===== src/rtl/prng_pkg.sv =====
// prng_pkg: shared constants, FSM state type and LFSR step function for the PRNG arbiter
package prng_pkg;
  localparam logic [31:0] POLY         = 32'h8020_0003;
  localparam logic [31:0] SEED_DEFAULT = 32'h0000_0001;
  typedef enum logic [1:0] {IDLE, STEP, DELIVER} state_e;
  function automatic logic [31:0] lfsr_next(input logic [31:0] s);
    return s[0] ? ((s >> 1) ^ POLY) : (s >> 1);
  endfunction
endpackage


===== src/rtl/prng_lfsr.sv =====
// prng_lfsr: 32-bit Galois LFSR with seed load (zero seed forced to 1) and step enable
module prng_lfsr import prng_pkg::*; #(
  parameter int OUT_W = 16
) (
  input  logic             clk,
  input  logic             rst_n,
  input  logic             load_i,
  input  logic [31:0]      seed_i,
  input  logic             step_i,
  output logic [OUT_W-1:0] next_o
);
  logic [31:0] lfsr_q, lfsr_d, nxt;
  assign nxt    = lfsr_next(lfsr_q);
  assign next_o = nxt[OUT_W-1:0];
  // Load beats step; an all-zero seed would lock the LFSR so it becomes 1
  always_comb lfsr_d = load_i ? ((seed_i == '0) ? SEED_DEFAULT : seed_i) : step_i ? nxt : lfsr_q;
  // State register
  always_ff @(posedge clk or negedge rst_n)
    if (!rst_n) lfsr_q <= SEED_DEFAULT;
    else        lfsr_q <= lfsr_d;
endmodule


===== src/rtl/prng_arbiter.sv =====
// prng_arbiter: round-robin sharing of one LFSR source among NREQ requesters
module prng_arbiter import prng_pkg::*; #(
  parameter int NREQ   = 4,
  parameter int WIDTH  = 16,
  parameter int STEP_W = 4
) (
  input  logic              clk,
  input  logic              rst_n,
  input  logic              cfg_enable,
  input  logic [31:0]       cfg_seed,
  input  logic              cfg_seed_load,
  input  logic [STEP_W-1:0] cfg_steps,
  input  logic [NREQ-1:0]   req,
  input  logic [NREQ-1:0]   rsp_ready,
  output logic [NREQ-1:0]   rsp_valid,
  output logic [WIDTH-1:0]  rsp_data,
  output logic              busy,
  output logic [15:0]       stat_draws
);
  localparam int PW = (NREQ > 1) ? $clog2(NREQ) : 1;
  state_e            state_q;
  logic [PW-1:0]     ptr_q, grant_d;
  logic [STEP_W-1:0] cnt_q, steps_eff;
  logic [WIDTH-1:0]  data_q, lfsr_nx;
  logic [NREQ-1:0]   valid_q;
  logic [15:0]       draws_q;
  assign steps_eff  = (cfg_steps == '0) ? STEP_W'(1) : cfg_steps;
  assign rsp_valid  = valid_q;
  assign rsp_data   = data_q;
  assign stat_draws = draws_q;
  assign busy       = state_q != IDLE;
  prng_lfsr #(.OUT_W(WIDTH)) u_lfsr (
    .clk    (clk),
    .rst_n  (rst_n),
    .load_i (cfg_seed_load),
    .seed_i (cfg_seed),
    .step_i ((state_q == STEP) && !cfg_seed_load),
    .next_o (lfsr_nx)
  );
  // Round-robin pick: scan downward so the nearest set request after ptr wins
  always_comb begin
    grant_d = ptr_q;
    for (int k = NREQ; k >= 1; k--)
      if (req[(int'(ptr_q) + k) % NREQ]) grant_d = PW'((int'(ptr_q) + k) % NREQ);
  end
  // Draw sequencer; seed load aborts any draw without touching ptr or count
  always_ff @(posedge clk or negedge rst_n)
    if (!rst_n) begin
      state_q <= IDLE;
      ptr_q   <= PW'(NREQ - 1);
      cnt_q   <= '0;
      data_q  <= '0;
      valid_q <= '0;
      draws_q <= '0;
    end else if (cfg_seed_load) begin
      state_q <= IDLE;
      valid_q <= '0;
    end else begin
      case (state_q)
        IDLE:
          if (cfg_enable && |req) begin
            ptr_q   <= grant_d;
            cnt_q   <= steps_eff;
            state_q <= STEP;
          end
        STEP: begin
          cnt_q <= cnt_q - 1'b1;
          if (cnt_q == STEP_W'(1)) begin
            data_q  <= lfsr_nx;
            valid_q <= NREQ'(1) << ptr_q;
            state_q <= DELIVER;
          end
        end
        DELIVER:
          if (rsp_ready[ptr_q]) begin
            valid_q <= '0;
            draws_q <= draws_q + 1'b1;
            state_q <= IDLE;
          end
        default: state_q <= IDLE;
      endcase
    end
endmodule


===== config.mk =====
export PLATFORM = sky130hd
export DESIGN_NAME = prng_arbiter
export DESIGN_NICKNAME = d
export VERILOG_FILES = /design/src/rtl/prng_pkg.sv /design/src/rtl/prng_lfsr.sv /design/src/rtl/prng_arbiter.sv
export SDC_FILE = /design/constraint.sdc
export NUM_CORES = 1
export LEC_CHECK = 0
export CORE_ASPECT_RATIO = 2
export CORE_MARGIN = 2
export CORE_UTILIZATION = 56
export CTS_BUF_LIST = sky130_fd_sc_hd__clkbuf_8
export CTS_CLUSTER_SIZE = 10
export DETAILED_ROUTE_END_ITERATION = 10
export GPL_TIMING_DRIVEN = 0
export HOLD_SLACK_MARGIN = 0.06
export PLACE_DENSITY = 0.88
export REMOVE_ABC_BUFFERS = 1
export SYNTH_ARGS = -nofsm -noshare
export SYNTH_HDL_FRONTEND = slang
export SYNTH_SLANG_ARGS = --single-unit

===== constraint.sdc =====
create_clock -name clk -period 4.8 [get_ports clk]
set_input_delay 0.72 -clock clk [delete_from_list [all_inputs] [get_ports clk]]
set_output_delay 0.72 -clock clk [all_outputs]
set_load 0.05 [all_outputs]

### After elaboration in Yosys (flattened, before gate mapping)

Cells that the tools add are included.

| cells by class | value |
|---|---|
| add/subtract/negate cells | 6 |
| $mul | 0 |
| div/mod/pow operators | 0 |
| magnitude comparators | 5 |
| eq/ne operators | 7 |
| shift-type cells | 1 |
| mux-type cells | 34 |
| bitwise logic cells | 6 |
| reductions and logical operators | 22 |

Operator list:

| operator | count |
|---|---|
| $mux 32 | 4 |
| $logic_not 32->1 | 1 |
| $mux 4 | 5 |
| $add 16x1->16 const B | 1 |
| $lt 3x4->1 const B | 4 |
| $mux 2 | 8 |
| $pmux 4 s2 | 2 |
| $reduce_and 3->1 | 5 |
| $bmux 1 s2 | 5 |
| $mux 1 | 9 |
| $reduce_or 2->1 | 4 |
| $ne 3x3->1 const B | 2 |
| $pmux 2 s3 | 1 |
| $reduce_bool 2->1 | 3 |
| $add 2x1->2 const B | 2 |
| $add 2x2->2 const B | 2 |
| $and 1x1->1 const A | 4 |
| $eq 4x1->1 const B | 1 |
| $logic_not 4->1 | 1 |
| $not 3->4 | 1 |
| $reduce_and 4->1 | 1 |
| $reduce_bool 4->1 | 1 |
| $reduce_or 4->1 | 1 |
| $shl 1x2->4 const A | 1 |
| other kinds (11) | 12 |

| storage, ports and cells | value |
|---|---|
| register bits after elaboration | 76 |
| latch bits | 0 |
| bits in writable memories | 0 |
| memory bits (read-only) | 0 |
| bits of input ports | 48 |
| output and inout port bits | 37 |
| word-level logic and storage cells | 88 |
| memories | 0 |

### Logic depth before layout (Yosys ltp)

| logic depth | value |
|---|---|
| word-level depth | 10 |
| depth in mapped cells | 8 |
| depth with buffers taken out | 7 |

### Cells and area by module

A second synthesis with hierarchy kept.

| unflattened totals | value |
|---|---|
| cell total of the unflattened synthesis | 370 |
| area total of the unflattened synthesis | 3911.3 µm² |

Modules (own cells, without submodules):

| module | instances | cells each | area an instance (µm²) |
|---|---|---|---|
| prng_arbiter | 1 | 201 | 2200.9 |
| prng_lfsr | 1 | 169 | 1710.4 |

### Worst setup path after synthesis

Ideal clock, no wire load.

| path | value |
|---|---|
| kind | register -> register |
| from | reg ptr_q[1] |
| to | reg ptr_q[1] |
| arrival | 2.059 ns |
| path slack | 2.666 ns |
| cell stages (with the launch flop) | 9 |
| buffers on the path | 1 |
| cells stage by stage | dfstp_2 > clkbuf_1 > inv_1 > ha_1 > nor2b_1 > a211oi_1 > a31o_2 > a21oi_1 > a2bb2oi_1 |

| between the ends | value |
|---|---|
| word-level cells in the longest chain between the ends | 7 |

Ends and longest elaborated chain:

| what | line | RTL |
|---|---|---|
| from (decl) | prng_arbiter.sv:22 | `logic [PW-1:0] ptr_q, grant_d;` |
| from (signal assigned) | prng_arbiter.sv:50 | `ptr_q <= PW'(NREQ - 1);` |
| from (signal assigned) | prng_arbiter.sv:62 | `ptr_q <= grant_d;` |
| $add 2x2->2 | prng_arbiter.sv:44 | `if (req[(int'(ptr_q) + k) % NREQ]) grant_d = PW'((int'(ptr_q) + k) % NREQ);` |
| $bmux 1 s2 | prng_arbiter.sv:44 |  |
| $mux 1 (implied by the code) (2 in series) | prng_arbiter.sv:44 |  |
| $mux 2 (3 in series) | prng_arbiter.sv:44 |  |

Parallel ways exist; a longest one is shown, timed or not. The select of a mux whose other input is x is not followed.
A chain may end at the register's enable or synchronous reset.

### Worst setup path after layout

| path | value |
|---|---|
| from | reg state_q[0] |
| to | out busy |

| between the ends | value |
|---|---|
| word-level cells in the longest chain between the ends | 1 |

Ends and longest elaborated chain:

| what | line | RTL |
|---|---|---|
| from (decl) | prng_arbiter.sv:21 | `state_e state_q;` |
| from (signal assigned) | prng_arbiter.sv:49 | `state_q <= IDLE;` |
| from (signal assigned) | prng_arbiter.sv:56 | `state_q <= IDLE;` |
| from (signal assigned) | prng_arbiter.sv:64 | `state_q <= STEP;` |
| $reduce_bool 2->1 | prng_arbiter.sv:31 | `assign busy = state_q != IDLE;` |
| to (decl) | prng_arbiter.sv:17 | `output logic busy,` |

Every way passes these cells.

==> flow_summary.html <==
<table>
<tr><th>Metric</th><th>Value</th></tr>
<tr><th colspan="2">Timing</th></tr>
<tr><td>Fmax</td><td>0.389 GHz</td></tr>
<tr><td>Clock period minus worst slack</td><td>between 2 and 3 ns</td></tr>
<tr><td>Final hold violation count</td><td>0</td></tr>
<tr><td>Tightest slew margin relative to the limit</td><td>60.4%</td></tr>
<tr><td>Pins over their slew limit</td><td>0</td></tr>
<tr><td>Worst-case hold slack</td><td>~0.16 ns</td></tr>
<tr><td>Setup violators final</td><td>0</td></tr>
<tr><td>Period Utilization, post-route</td><td>a little over half</td></tr>
<tr><td>Fin Clk Skew</td><td>roughly 0.0027 ns</td></tr>
<tr><td>Transition time at the pin with the least slew margin</td><td>0.594 ns</td></tr>
<tr><td>Final total negative setup slack</td><td>0 ns</td></tr>
<tr><td>Setup repair after global routing missed its margin</td><td>no</td></tr>
<tr><th colspan="2">Layout</th></tr>
<tr><td>FILL cells</td><td>432</td></tr>
<tr><td>Layout cell share with drive strength beyond 1</td><td>a little under an eighth</td></tr>
<tr><td>Final Instance Count excl. Fillers</td><td>~530</td></tr>
<tr><td>Antenna cells</td><td>0</td></tr>
<tr><td>Post-route cell area</td><td>approximately 0.0049 mm2</td></tr>
<tr><td>Synthesis-to-finish area growth</td><td>30.3%</td></tr>
<tr><td>Nets</td><td>just under 500</td></tr>
<tr><th colspan="2">Floorplan</th></tr>
<tr><td>Die area</td><td>0.00747 mm2</td></tr>
<tr><td>Starting density of the core</td><td>57.6%</td></tr>
<tr><td>Die width</td><td>a little over 60 um</td></tr>
<tr><td>Overall die height</td><td>roughly 120 um</td></tr>
<tr><td>I/O pin count</td><td>between 80 and 90</td></tr>
<tr><td>Core Footprint</td><td>0.00657 mm2</td></tr>
<tr><td>Std-Cell Rows</td><td>42</td></tr>
<tr><th colspan="2">Drt</th></tr>
<tr><td>Count of vias placed by the detailed router</td><td>about 3,000</td></tr>
<tr><td>Length of the first detailed-routing pass in iterations</td><td>4</td></tr>
<tr><td>Final ANT Viol Nets</td><td>0</td></tr>
<tr><td>Detailed Route Iter0 Violations</td><td>182</td></tr>
<tr><td>Detailed Route WL</td><td>about 8600 um</td></tr>
<tr><td>Via density per instance</td><td>between 5 and 6</td></tr>
<tr><td>Detailed-route DRC error count</td><td>0</td></tr>
<tr><td>Final routed wire length divided by cell count</td><td>16.2 um</td></tr>
<tr><th colspan="2">Clock tree</th></tr>
<tr><td>Clock-pin slew reported for the worst setup and hold paths after clock tree synthesis</td><td>0.07 ns</td></tr>
<tr><td>CTS tree</td><td>done</td></tr>
<tr><td>Deepest level of the CTS H-tree</td><td>3</td></tr>
<tr><td>Maximum root-to-sink buffer count</td><td>2</td></tr>
<tr><td>Worst-Skew Late Latency</td><td>approximately 0.35 ns</td></tr>
<tr><td>Number of hold buffers added after CTS</td><td>0</td></tr>
<tr><td>Library cell used as clock root buffer</td><td>clkbuf_8</td></tr>
<tr><td>Post-CTS setup buffers</td><td>0</td></tr>
<tr><td>Resize count post-CTS</td><td>0</td></tr>
<tr><td>Clock sink count</td><td>76</td></tr>
<tr><td>Num CTS Buffers</td><td>9</td></tr>
<tr><th colspan="2">Yosys</th></tr>
<tr><td>Sequential-to-total area share from yosys stat</td><td>roughly half</td></tr>
<tr><td>Synthesis Warnings</td><td>0</td></tr>
<tr><td>Count of mapped cells out of synthesis</td><td>between 300 and 400</td></tr>
<tr><td>Number of distinct library cells after synthesis</td><td>47</td></tr>
<tr><td>Share of synthesized registers carrying an async set or reset</td><td>between 90% and 100%</td></tr>
<tr><td>Top_reg_cell synth</td><td>dfrtp_1</td></tr>
<tr><td>Number of enable-type register cells in the synthesized netlist</td><td>0</td></tr>
<tr><td>Syn Area/Cell</td><td>10.6 um2</td></tr>
<tr><td>Post-synthesis cell area</td><td>about 0.0038 mm2</td></tr>
<tr><td>Post-synthesis register bit count</td><td>76</td></tr>
<tr><th colspan="2">GRT</th></tr>
<tr><td>First-pass GRT wire length</td><td>roughly 14,000 um</td></tr>
<tr><td>Number of global-route vias before repair</td><td>around 3,000</td></tr>
<tr><td>Global Route Usage Sum</td><td>24.9%</td></tr>
<tr><td>Largest net degree at the start of global routing</td><td>between 70 and 80</td></tr>
<tr><td>Antenna violations before repair</td><td>0</td></tr>
<tr><td>Total global routing overflow</td><td>0</td></tr>
<tr><th colspan="2">Placement</th></tr>
<tr><td>Count of port buffers added during placement</td><td>between 80 and 90</td></tr>
<tr><td>RD Place Congestion</td><td>~0.8</td></tr>
<tr><td>Final HPWL from detailed placement</td><td>just over 6000 um</td></tr>
<tr><td>Cell area reported after detailed placement</td><td>0.00471 mm2</td></tr>
<tr><td>Post-Place Cells</td><td>approximately 510</td></tr>
<tr><th colspan="2">Setup path</th></tr>
<tr><td>Launch point of the critical path</td><td>state_q[0]$_DFFE_PN0P_</td></tr>
<tr><td>Worst EP arrival</td><td>approximately 1.9 ns</td></tr>
<tr><td>Sort of element at the start of the critical path</td><td>flop</td></tr>
<tr><td>Worst Setup End Kind</td><td>output port</td></tr>
<tr><td>Category of the most critical setup path</td><td>flop to output port</td></tr>
<tr><td>RR Startpoint</td><td>ptr_q[0]$_DFFE_PN1P_</td></tr>
<tr><td>Maximum fanout along the worst path</td><td>8</td></tr>
<tr><td>Req. time, crit path</td><td>slightly above 4 ns</td></tr>
<tr><th colspan="2">Min path</th></tr>
<tr><td>Min-Delay Path Class</td><td>primary input to async pin</td></tr>
<tr><th colspan="2">Power</th></tr>
<tr><td>Total power</td><td>0.00231 W</td></tr>
<tr><td>Leakage dissipation</td><td>approximately 2.2 nW</td></tr>
<tr><td>Areal power density over the cells</td><td>468 mW/mm2</td></tr>
<tr><td>Worst vdd ir</td><td>~0.29 mV</td></tr>
<tr><th colspan="2">Job</th></tr>
<tr><td>Max capacitance violation total</td><td>0</td></tr>
<tr><th colspan="2">Status</th></tr>
<tr><td>Outcome</td><td>complete, no violations</td></tr>
</table>
[synthesized netlist by cell type, types with 2 or more instances]
library cell / number / area (um2)
nor3b_1: 4 / 30.0
dfrtp_1: 73 / 1830
nand4_1: 5 / 31.3
ha_1: 7 / 87.6
and3_1: 3 / 18.8
and4_1: 3 / 26.3
nand3_2: 4 / 40.0
o21ai_0: 46 / 230
a211oi_1: 2 / 15.0
a21oi_1: 11 / 55.1
nor2b_1: 3 / 18.8
nor3_1: 3 / 15.0
nand2b_1: 3 / 18.8
buf_6: 2 / 22.5
a211o_1: 3 / 26.3
nand2_1: 52 / 195
inv_1: 5 / 18.8
mux2i_1: 30 / 300
clkbuf_1: 11 / 41.3
nor2_1: 14 / 52.6
xnor2_1: 18 / 158
nor4_1: 8 / 50.1
dfstp_2: 3 / 78.8
nand3_1: 3 / 15.0
mux2_2: 16 / 180
buf_2: 5 / 25.0
[cells by family (layout without fill, tap and decap cells)]
group,count (synthesis),count (layout),share of synthesized area (%)
AOI/OAI and AO/OA,72,72,11.4
xor gates and xnor gates,19,19,4.40
adders and majority gates,7,7,2.31
buffers and inverters,25,107,3.07
DFF,76,76,50.3
muxes,47,47,13.3
and+or+nand+nor,112,112,15.2
[sequential cells by signal, summed over array words and instances, names as in the netlist]
name           flops
cnt_q              4
u_lfsr.lfsr_q     32
stat_draws        16
ptr_q              2
rsp_data          16
state_q            2
rsp_valid          4
[per-layer routing]
metal	vias up	GRT usage, %	part of all wire (%)
met5	-	0	0
met4	0	13.5	3.3
met3	25	6.79	3.7
met2	73	43.9	55
met1	1445	26.9	38
li1	1413	-	-
[power by group]
part           switching, W  total [W]  internal (W)
Combinational      0.000514   0.000866      0.000352
Clock              0.000231   0.000548      0.000317
Sequential         0.000119   0.000895      0.000776
Total              0.000863    0.00231       0.00145
[area by class of cell]
cell class,count,area [um2],area share [%]
Tap cell,88,110,2.23
Inverter,5,18.8,0.380
Sequential cell,76,1910,38.6
Clock inverter,4,72.6,1.47
Multi-Input combinational cell,257,1770,35.8
Clock buffer,11,151,3.07
Timing Repair Buffer,87,908,18.4
[final timing paths]
check                                          endpoint  slack [ns]  cells past startpoint
setup / recovery                                   busy        2.23                      2
hold / removal                 rsp_valid[3]$_DFFE_PN0P_        0.16                      1
setup reg to reg                   ptr_q[0]$_DFFE_PN1P_        2.56                      6
hold reg to reg              stat_draws[15]$_DFFE_PN0P_        0.48                      1
max in group asynchronous  u_lfsr.lfsr_q[0]$_DFFE_PN1P_        4.06                      2
min in group clk             stat_draws[15]$_DFFE_PN0P_        0.48                      1
[cell usage in the layout, fill, tap and decap left out, types with 2 or more instances in the layout]
cell type,instances
clkdlybuf4s50_1,82
dfrtp_1,73
nand2_1,52
o21ai_0,46
mux2i_1,30
xnor2_1,18
mux2_2,16
nor2_1,14
a21oi_1,11
clkbuf_8,11
nor4_1,8
ha_1,7
inv_1,5
nand4_1,5
nand3_2,4
nor3b_1,4
nor2b_1,3
and3_1,3
and4_1,3
nand3_1,3
a211o_1,3
nor3_1,3
dfstp_2,3
nand2b_1,2
a211oi_1,2
bufinv_16,2
buf_16,2
[through the flow]
step / utilization [%] / setup WS, ns
5_1_grt: 75.1 / 2.19
2_1_floorplan: - / 2.65
6_report: 75.1 / 2.23
3_5_place_dp: 71.7 / 2.31
3_3_place_gp: 70.6 / 0.472
4_1_cts: 75.1 / 2.21
[critical path: stages, from the launching register on]
cell             delay [ns]
dfrtp_1                0.48
or2_2                  0.30
clkdlybuf4s50_1        0.72
Note: power is estimated with default switching activity, not from simulation.
